File: src/rtl/display_scan_ctrl.sv
// display_scan_ctrl: round-robin active-low 7-segment scanner with blanking gaps and per-digit snapshot
module display_scan_ctrl #(
  parameter int DIGITS = 4,
  parameter int DIV_LIMIT = 12000,
  parameter int BLANK_CYCLES = 16,
  parameter int CNT_W = 16,
  localparam int IW = DIGITS > 1 ? $clog2(DIGITS) : 1
) (
  input  logic              clk_in,
  input  logic              rst_n,
  input  logic              enable,
  input  logic [4*DIGITS-1:0] digit_data,
  input  logic [DIGITS-1:0] dp_in,
  output logic [DIGITS-1:0] anode_n,
  output logic [6:0]        seg_n,
  output logic              dp_n,
  output logic [IW-1:0]     digit_idx,
  output logic              frame_done
);
  typedef enum logic [1:0] {IDLE, BLANK, SHOW} state_t;
  localparam logic [6:0] HEX [16] = '{7'h40, 7'h79, 7'h24, 7'h30, 7'h19, 7'h12, 7'h02, 7'h78,
                                      7'h00, 7'h10, 7'h08, 7'h03, 7'h46, 7'h21, 7'h06, 7'h0E};
  state_t state_q, state_d;
  logic [CNT_W-1:0] cnt_q, cnt_d;
  logic [IW-1:0] idx_q, idx_d;
  logic [DIGITS-1:0] anode_q, anode_d;
  logic [6:0] seg_q, seg_d;
  logic dp_q, dp_d, fd_q, fd_d;
  always_comb begin
    state_d = state_q;
    cnt_d = cnt_q;
    idx_d = idx_q;
    anode_d = anode_q;
    seg_d = seg_q;
    dp_d = dp_q;
    fd_d = 1'b0;
    if (!enable) begin
      state_d = IDLE;
      cnt_d = '0;
      idx_d = '0;
      anode_d = '1;
      seg_d = '1;
      dp_d = 1'b1;
    end else begin
      case (state_q)
        IDLE: state_d = BLANK;
        BLANK: begin
          anode_d = '1;
          seg_d = '1;
          dp_d = 1'b1;
          cnt_d = cnt_q + 1'b1;
          if (cnt_q == CNT_W'(BLANK_CYCLES - 1)) begin
            state_d = SHOW;
            cnt_d = '0;
            anode_d = ~(DIGITS'(1) << idx_q);
            seg_d = HEX[digit_data[4*idx_q +: 4]];
            dp_d = ~dp_in[idx_q];
          end
        end
        SHOW: begin
          cnt_d = cnt_q + 1'b1;
          if (cnt_q == CNT_W'(DIV_LIMIT - 1)) begin
            state_d = BLANK;
            cnt_d = '0;
            anode_d = '1;
            seg_d = '1;
            dp_d = 1'b1;
            fd_d = idx_q == IW'(DIGITS - 1);
            idx_d = fd_d ? '0 : idx_q + 1'b1;
          end
        end
        default: state_d = IDLE;
      endcase
    end
  end
  always_ff @(posedge clk_in or negedge rst_n)
    if (!rst_n) begin
      state_q <= IDLE;
      cnt_q <= '0;
      idx_q <= '0;
      anode_q <= '1;
      seg_q <= '1;
      dp_q <= 1'b1;
      fd_q <= 1'b0;
    end else begin
      state_q <= state_d;
      cnt_q <= cnt_d;
      idx_q <= idx_d;
      anode_q <= anode_d;
      seg_q <= seg_d;
      dp_q <= dp_d;
      fd_q <= fd_d;
    end
  assign anode_n = anode_q;
  assign seg_n = seg_q;
  assign dp_n = dp_q;
  assign digit_idx = idx_q;
  assign frame_done = fd_q;
endmodule

File: config.mk
export PLATFORM = sky130hd
export DESIGN_NAME = display_scan_ctrl
export DESIGN_NICKNAME = d
export VERILOG_FILES = /design/src/rtl/display_scan_ctrl.sv
export SDC_FILE = /design/constraint.sdc
export NUM_CORES = 1
export LEC_CHECK = 0
export CAP_MARGIN = 10
export CORE_ASPECT_RATIO = 0.9
export CORE_MARGIN = 4
export CORE_UTILIZATION = 40
export DETAILED_ROUTE_END_ITERATION = 12
export PLACE_DENSITY_LB_ADDON = 0.15
export SYNTH_ARGS = -nofsm -noshare
export SYNTH_HDL_FRONTEND = slang
export SYNTH_SLANG_ARGS = --single-unit
File: constraint.sdc
create_clock -name clk_in -period 6.03 [get_ports clk_in]
set_clock_uncertainty 0.05 [all_clocks]
set_input_delay 0.603 -clock clk_in [delete_from_list [all_inputs] [get_ports clk_in]]
set_output_delay 0.603 -clock clk_in [all_outputs]
set_load 0.05 [all_outputs]
* After elaboration in Yosys (flattened, before gate mapping)
Memories as Yosys holds them, arrays and structs flattened. Index checks and enable logic that the tools add are counted.
Cells by class: bitwise gates (word level) 3, mux-type cells 31, add/subtract/negate cells 2, reduce and logical (&&, ||, !) cells 4, shift-type cells 2, order comparisons 2, eq/ne operators 10
Operators with widths (number):
- $mux 16 | 3
- $mux 7 | 5
- $pmux 16 s2 | 1
- $add 16x1->16 const B | 1
- $eq 16x14->1 const B | 1
- $eq 16x4->1 const B | 1
- $shiftx 16x5->4 | 1
- $mux 2 | 7
- $pmux 7 s2 | 1
- $mux 4 | 3
- $pmux 4 s2 | 1
- $mux 1 | 7
- $ne 3x3->1 const B | 2
- $pmux 2 s3 | 1
- $reduce_and 2->1 | 3
- $ge 5x5->1 const B | 1
- $not 4->5 | 1
- $eq 2x2->1 const B | 2
- $ne 2x1->1 const B | 2
- $not 4->4 | 1
- $shl 1x2->4 const A | 1
- $lt 2x3->1 const B | 1
- $ne 3x1->1 const B | 1
- $add 2x1->2 const B | 1
- other kinds (5) | 5
Word-level totals: logic and storage cells 62, bits in read-only memories 112, input port bits 23, output and inout port bits 15, register bits after elaboration 33, memories kept 1
Memory list:
- (name not given) | words 16, bits a word 7, rd ports 1, clocked after Yosys merged registers in 0, wr ports 0, RTL line 56 | seg_d = HEX[digit_data[4*idx_q +: 4]];

* Longest topological paths before layout
Gate-level depths: netlist (run 1).
depth in word-level cells 8, mapped depth 8, gate-level depth less buffers 7

* Worst setup path after synthesis (run 1)
No wires, ideal clock.
kind register -> register, start register idx_q[0] (netlist: digit_idx[0]), end register seg_q[3] (netlist: seg_n[3]), period minus slack after synthesis 2.608 ns, data arrival time 2.474 ns, setup slack 3.422 ns, data required time 5.897 ns, path buffers 1, stages on the path, launching flop included 8, cells stage by stage dfrtp_1 buf_2 mux4_2 ha_1 nor2b_1 a22oi_1 and3_1 o32a_1
On the way: cells in the longest elaborated chain, start to end 8
RTL lines:
- from (decl) | RTL line 25 | logic [IW-1:0] idx_q, idx_d;
- from (signal assigned) | RTL line 88 | idx_q <= idx_d;
- $shiftx 16x5->4 | RTL line 56
- $not 4->5 (implied by the code) | RTL line 56
- $mem_v2 16x7
- $mux 7 (implied by the code) (2 in a row) | RTL line 56
- $mux 7 | RTL line 52 | if (cnt_q == CNT_W'(BLANK_CYCLES - 1)) begin
- $pmux 7 s2 | RTL line 45 | case (state_q)
- $mux 7 | RTL line 37 | if (!enable) begin
- to (signal assigned) | RTL line 90 | seg_q <= seg_d;
- to (decl) | RTL line 27 | logic [6:0] seg_q, seg_d;
No other way between the ends. The select of a mux whose other input is x is not followed. A chain may end at the register's enable or synchronous reset.

* Worst setup path in the final report (run 1)
start register cnt_q[0], end register cnt_q[5]
On the way: cells in the longest elaborated chain, start to end 4, elaborated cells on any way between the ends 7, those cells by class add/sub (1); eq/ne (2); mux (4)
RTL lines:
- from (decl) | RTL line 24 | logic [CNT_W-1:0] cnt_q, cnt_d;
- from (signal assigned) | RTL line 87 | cnt_q <= cnt_d;
- $add 16x1->16, or another cell as far along | RTL line 51, 61
- $mux 16, on equally long branches | RTL line 62, 52
- $pmux 16 s2 (*) | RTL line 45
- $mux 16 (*) | RTL line 37
Every way passes the cells marked *; elsewhere a longest branch is shown, timed or not.

==> summary.txt, run 1 <==
Die
  • Die area: 6730 um^2
  • Starting Density: 0.414
  • Chip height: 78.2 um
  • Die extent in x: 86.0 um
  • CORE AREA: 5290 um^2
  • FP Rows: 25
  • IO Pins: 38

Hold path
  • Worst Hold Depth: 1
  • Hold crit path type: flip-flop to flip-flop
  • Worst Hold Endpoint: anode_n[1]
  • Hold Path Origin: anode_n[1]

Detailed routing
  • Vias per cell: 5.62
  • Vias post-DR: 1826
  • DRC Markers: 0
  • Total wire length: 4800 um
  • Remaining antenna violation count after routing: 0
  • Starting DRC count in detailed routing: 105
  • Initial DRT Pass Iterations: 4
  • Detailed-route wire length per cell: 14.8 um

Worst setup path
  • Slowest CP cell: or4b_4
  • WS Path Type: flip-flop to flip-flop
  • Buf/Inv on CP: 0
  • Worst path max stage delay: 540 ps
  • Crit path capture type: flip-flop
  • WP data required: 6120 ps
  • Reg-to-Reg Start: cnt_q[0]
  • CP top delay family: simple AND/OR/NAND/NOR gates
  • Maximum fanout along the worst path: 14
  • Reg-to-reg endpoint: cnt_q[5]
  • Worst reg2reg path depth: 6
  • Worst path cell trace: ha_1 > or4b_4 > nor4_4 > o22ai_2 > nand2b_1 > o311ai_0
  • Worst Setup Start Kind: flip-flop
  • Critical Path AT: 2900 ps
  • FF-to-FF setup slack: 3220 ps

Synthesis
  • Synth async-reset ratio: 1.00
  • Synth top cells by count: dfrtp_1, nand2_1, nand3_1
  • Syn avg cell area: 9.87 um^2
  • YS warnings: 0
  • EDFF count, synth: 0
  • Post-Syn Area: 2190 um^2
  • Synth unique cells: 45
  • Post-synthesis net count: 256
  • Sequential area share after synthesis: 0.384
  • Dominant cells by area after synthesis: dfrtp_1, dfstp_2, ha_1
  • Synth Flop Type: dfrtp_1
  • Synth area leader: dfrtp_1
  • Seq cells post-synth: 33
  • Area share of the leading cell type in the synthesized netlist: 0.240
  • Post-synthesis instance total: 222

Placed design
  • DP Wirelength: 3530 um
  • Port Buffer Count: 37
  • Gpl congestion: 0.802
  • Setup WS pre-CTS: 3050 ps
  • Placed Area: 2600 um^2

CTS
  • TritonCTS buffer count: 5
  • H-Tree Depth: 2
  • CTS tree: done
  • CTS sink count: 33
  • # Post-CTS Setup Buffers: 0
  • Clk_lat worst skew: 280 ps
  • Root Buffer: clkbuf_8
  • Hold-fix buffers, CTS: 0
  • Cts repair resizes: 0
  • Register clock-pin slew on the reported worst setup and hold paths: 70 ps
  • CTS Buffer Depth: 2

STA
  • Final slew viol count: 0
  • Final setup fails: 0
  • Setup TNS: 0 ps
  • Setup ws final: 3220 ps
  • Tmin final: 2810 ps
  • RSZ-0062 raised after global routing: false
  • FMAX: 0.355 GHz
  • Max-slew headroom at the worst pin: 0.339
  • Crit share post-route: 0.467
  • Worst Tran Pin Value: 964 ps
  • Final Hold Fails: 0

Job
  • Max Cap Viol: 0

Cells and area
  • Nets: 291
  • Layout cell share with drive strength beyond 1: 0.136
  • ANT cells: 0
  • Area delta synth->final: 22.7%
  • Finished Core Util: 0.509
  • Design area: 2690 um^2
  • Fillers: 489

Pwr
  • Total leakage power: 1.07 nW
  • Clock power frac: 0.360
  • Int Pwr: 0.333 mW
  • Combinational Power Share: 0.131
  • Net switching power: 0.115 mW
  • Maximum VDD drop: 0.0998 mV
  • Switching Share: 0.257
  • Sequential power share: 0.509
  • Pwr/cell area: 167 nW/um^2

Global route
  • Largest net degree at the start of global routing: 34
  • Initial antenna violation count: 0
  • Total grt overflow: 0
  • First-pass GRT wire length: 8230 um
  • Vias in the first global route: 1739
  • GR Util All Layers: 0.151

Outcome
  • Status: completed
registers in the layout, indices dropped and copies added, names as in the netlist:
name        cells
state_q         2
frame_done      1
seg_n           7
digit_idx       2
dp_n            1
anode_n         4
cnt_q          16
how the worst max path moves through the flow:
stage | start | to | slack (ps) | cells after the start
detailed placement | enable | cnt_q[7] | 3050 | 5
CTS | cnt_q[0] | cnt_q[5] | 3230 | 6
global route | cnt_q[0] | cnt_q[7] | 2990 | 6
finish | cnt_q[0] | cnt_q[5] | 3220 | 6
global placement | enable | cnt_q[15] | 3120 | 5
floorplan | digit_idx[0] | seg_n[3] | 3420 | 7
metrics by stage:
step / hold slack [ps] / std cells / total power [mW]
after floorplan: 257 / 222 / 0.264
after CTS: 456 / 325 / 0.456
final: 451 / 325 / 0.448
after detailed placement: 442 / 317 / 0.291
after global routing: 466 / 325 / 0.472
after global placement: 441 / 317 / 0.291
cell families (layout without fill, tap and decap cells):
kind of cell,after synthesis,count (layout),synth area share
adders and majority gates,11,11,0.0628
and+or+nand+nor,86,86,0.220
muxes,18,18,0.108
AOI/OAI and AO/OA,50,50,0.167
buffers and inverters,19,55,0.0383
xor gates and xnor gates,5,5,0.0200
DFF,33,33,0.384
per-layer routing:
metal	vias to the layer above	track usage	part of all wire
met5	-	0	0
met4	0	0.0427	0.010
met1	886	0.207	0.50
met2	32	0.237	0.46
met3	5	0.0346	0.032
li1	903	-	-
worst reg2reg max path, cell delays in order (launching register included):
cell	delay, ps
dfrtp_1	420
ha_1	280
or4b_4	540
nor4_4	450
o22ai_2	320
nand2b_1	420
o311ai_0	200
final cells by class:
class	instances	area [um^2]	area share
Sequential cell	33	841	0.313
Clock buffer	5	68.8	0.0256
Tap cell	67	83.8	0.0312
Inverter	9	33.8	0.0126
Timing Repair Buffer	38	378	0.141
Clock inverter	3	17.5	0.00651
Multi-Input combinational cell	170	1270	0.471
cells in the final DEF (no fill, tap or decap), types with 6 or more instances in the layout:
master and count:
clkdlybuf4s50_1 37, nand2_1 21, dfrtp_1 21, nand3_1 15
dfstp_2 12, nor2_1 11, ha_1 11, mux2i_1 9
inv_1 8, a21oi_1 7, nor2b_1 6, and3_1 6
a2bb2oi_1 6
power groups by stage:
stage / combinational, mW / sequential [mW] / clock (mW)
after global routing: 0.0655 / 0.228 / 0.178
final: 0.0589 / 0.228 / 0.161
after global placement: 0.0589 / 0.232 / 0
after CTS: 0.0597 / 0.228 / 0.168
after detailed placement: 0.0594 / 0.232 / 0
after floorplan: 0.0334 / 0.231 / 0
Power figures use the tool's default switching activity.
==> run 2: changes to the inputs <==
- clock period: 6.03 -> 2.8 ns (I/O delays scaled with it)
==> summary.txt, run 2 (synthesized netlist as in run 1, its figures left out) <==
Outcome
  • Status: completed

Die
  • FP Rows: 25 (unchanged)
  • Die area: 6730 um^2 (unchanged)
  • IO Pins: 38 (unchanged)
  • Starting Density: 0.414 (unchanged)
  • CORE AREA: 5290 um^2 (unchanged)
  • Chip height: 78.2 um (unchanged)
  • Die extent in x: 86.0 um (unchanged)

Global route
  • Busiest grt layer: met2
  • Initial antenna violation count: 0 (unchanged)
  • Total grt overflow: 0 (unchanged)
  • Largest net degree at the start of global routing: 34 (unchanged)
  • Met3 Usage GRT: 0.0315 (-0.00315)
  • GR Util All Layers: 0.161 (+0.00969)
  • Global Route met1 Usage: 0.224 (+0.0168)
  • Met2 usage: 0.243 (+0.00539)
  • Vias in the first global route: 1772 (+1.9%)
  • First-pass GRT wire length: 8500 um (+3.3%)

Worst setup path
  • Worst Setup Start Kind: flip-flop
  • Worst reg2reg path depth: 6 (unchanged)
  • Worst path max stage delay: 530 ps (about the same)
  • Critical Path AT: 2580 ps (-320 ps)
  • Crit path capture type: flip-flop
  • WP data required: 2970 ps (-3150 ps)
  • Worst path cell trace: ha_1 > or4b_4 > nor4_4 > and3_1 > o31ai_1 > o22a_1
  • Slowest CP cell: or4b_4
  • Maximum fanout along the worst path: 6 (-8)
  • WS Path Type: flip-flop to flip-flop

Detailed routing
  • DRC Markers: 0 (unchanged)
  • Starting DRC count in detailed routing: 82 (-22%)
  • Vias per cell: 5.46 (-2.8%)
  • Detailed-route wire length per cell: 14.8 um (+0.47%)
  • Initial DRT Pass Iterations: 4 (unchanged)
  • Vias post-DR: 1824 (-0.11%)
  • Total wire length: 4950 um (+3.3%)
  • Remaining antenna violation count after routing: 0 (unchanged)

Cells and area
  • Layout cell share with drive strength beyond 1: 0.161 (+0.0254)
  • Finished Core Util: 0.521 (+0.0121)
  • Commonest non-fill, non-tap cell in the layout: clkdlybuf4s50_1
  • Reg with most FFs: cnt_q
  • Max reg flops: 16 (unchanged)
  • Area delta synth->final: 25.6%
  • Nets: 300 (+3.1%)
  • ANT cells: 0 (unchanged)
  • Commonest non-fill, non-tap cells in the layout: clkdlybuf4s50_1, nand2_1, dfrtp_1

Job
  • Max Cap Viol: 0 (unchanged)

STA
  • Tmin final: 2410 ps (-402 ps)
  • Final setup fails: 0 (unchanged)
  • Max-slew headroom at the worst pin: 0.638 (+0.300)
  • Worst Tran Pin Value: 541 ps (-423 ps)
  • Final Hold Fails: 0 (unchanged)
  • FMAX: 0.414 GHz (+17%)
  • Final slew viol count: 0 (unchanged)
  • RSZ-0062 raised after global routing: false
  • Setup TNS: 0 ps (unchanged)
  • Crit share post-route: 0.862 (+0.395)
  • WHS: 351 ps (-100 ps)

CTS
  • Cts repair resizes: 0 (unchanged)
  • Register clock-pin slew on the reported worst setup and hold paths: 70 ps (about the same)
  • # Post-CTS Setup Buffers: 0 (unchanged)
  • Hold-fix buffers, CTS: 0 (unchanged)
  • Clk_lat worst skew: 290 ps (about the same)
  • CTS Buffer Depth: 2 (unchanged)
  • TritonCTS buffer count: 5 (unchanged)
  • CTS tree: done
  • CTS sink count: 33 (unchanged)
  • Root Buffer: clkbuf_8
  • H-Tree Depth: 2 (unchanged)

Pwr
  • Pwr/cell area: 355 nW/um^2 (+110%)
  • Maximum VDD drop: 0.231 mV (+130%)
  • Total leakage power: 1.11 nW (+4.3%)

Placed design
  • Port Buffer Count: 37 (unchanged)
  • Gpl congestion: 0.796 (-0.77%)
  • DP Wirelength: 3690 um (+4.5%)

Hold path
  • Hold crit path type: input port to asynchronous set/reset pin
-- run 2: final timing paths --
path / slack [ps] / end / from
worst max-delay path: 390 / seg_n[1] / cnt_q[0]
worst min-delay path: 350 / cnt_q[1] / rst_n
worst max register to register: 390 / seg_n[1] / cnt_q[0]
worst min register to register: 450 / anode_n[2] / anode_n[2]
max in group asynchronous: 2010 / anode_n[3] / rst_n
min in group clk_in: 450 / anode_n[2] / anode_n[2]
-- run 2: power breakdown --
| group | leakage [nW] | switching (mW) | internal, mW |
|---|---|---|---|
| logic | 0.651 | 0.0664 | 0.0680 |
| registers | 0.415 | 0.00742 | 0.483 |
| clock network | 0.0450 | 0.179 | 0.172 |
-- run 2: critical path: cells and delay by family (launching register included) --
kind	cells	cell delay, ps
and+or+nand+nor	3	1300
DFF	1	410
AOI/OAI and AO/OA	2	300
adders and majority gates	1	270
-- run 2: layout make-up --
| cell class | count | area (um^2) |
|---|---|---|
| tap | 67 | 83.8 |
| clock inverter | 2 | 10.0 |
| multi-input combinational | 170 | 1270 |
| inverter | 9 | 33.8 |
| fill | 517 | 2530 |
| sequential | 33 | 841 |
| clock buffer | 6 | 72.6 |
| timing repair buffer | 47 | 445 |
-- run 2: layer usage --
| layer | share of wire | routed length (um) |
|---|---|---|
| met2 | 0.45 | 2210 |
| met5 | 0 | 0 |
| met4 | 0.019 | 93 |
| met3 | 0.031 | 153 |
| met1 | 0.50 | 2500 |
-- run 2: stage by stage --
step	worst slack, ps	power (mW)	cell area (um^2)	std cells
2_1_floorplan	192	0.569	2190	222
3_3_place_gp	433	0.633	2670	326
3_5_place_dp	387	0.634	2670	326
4_1_cts	373	0.987	2750	334
5_1_grt	218	1.02	2750	334
6_report	387	0.976	2750	334
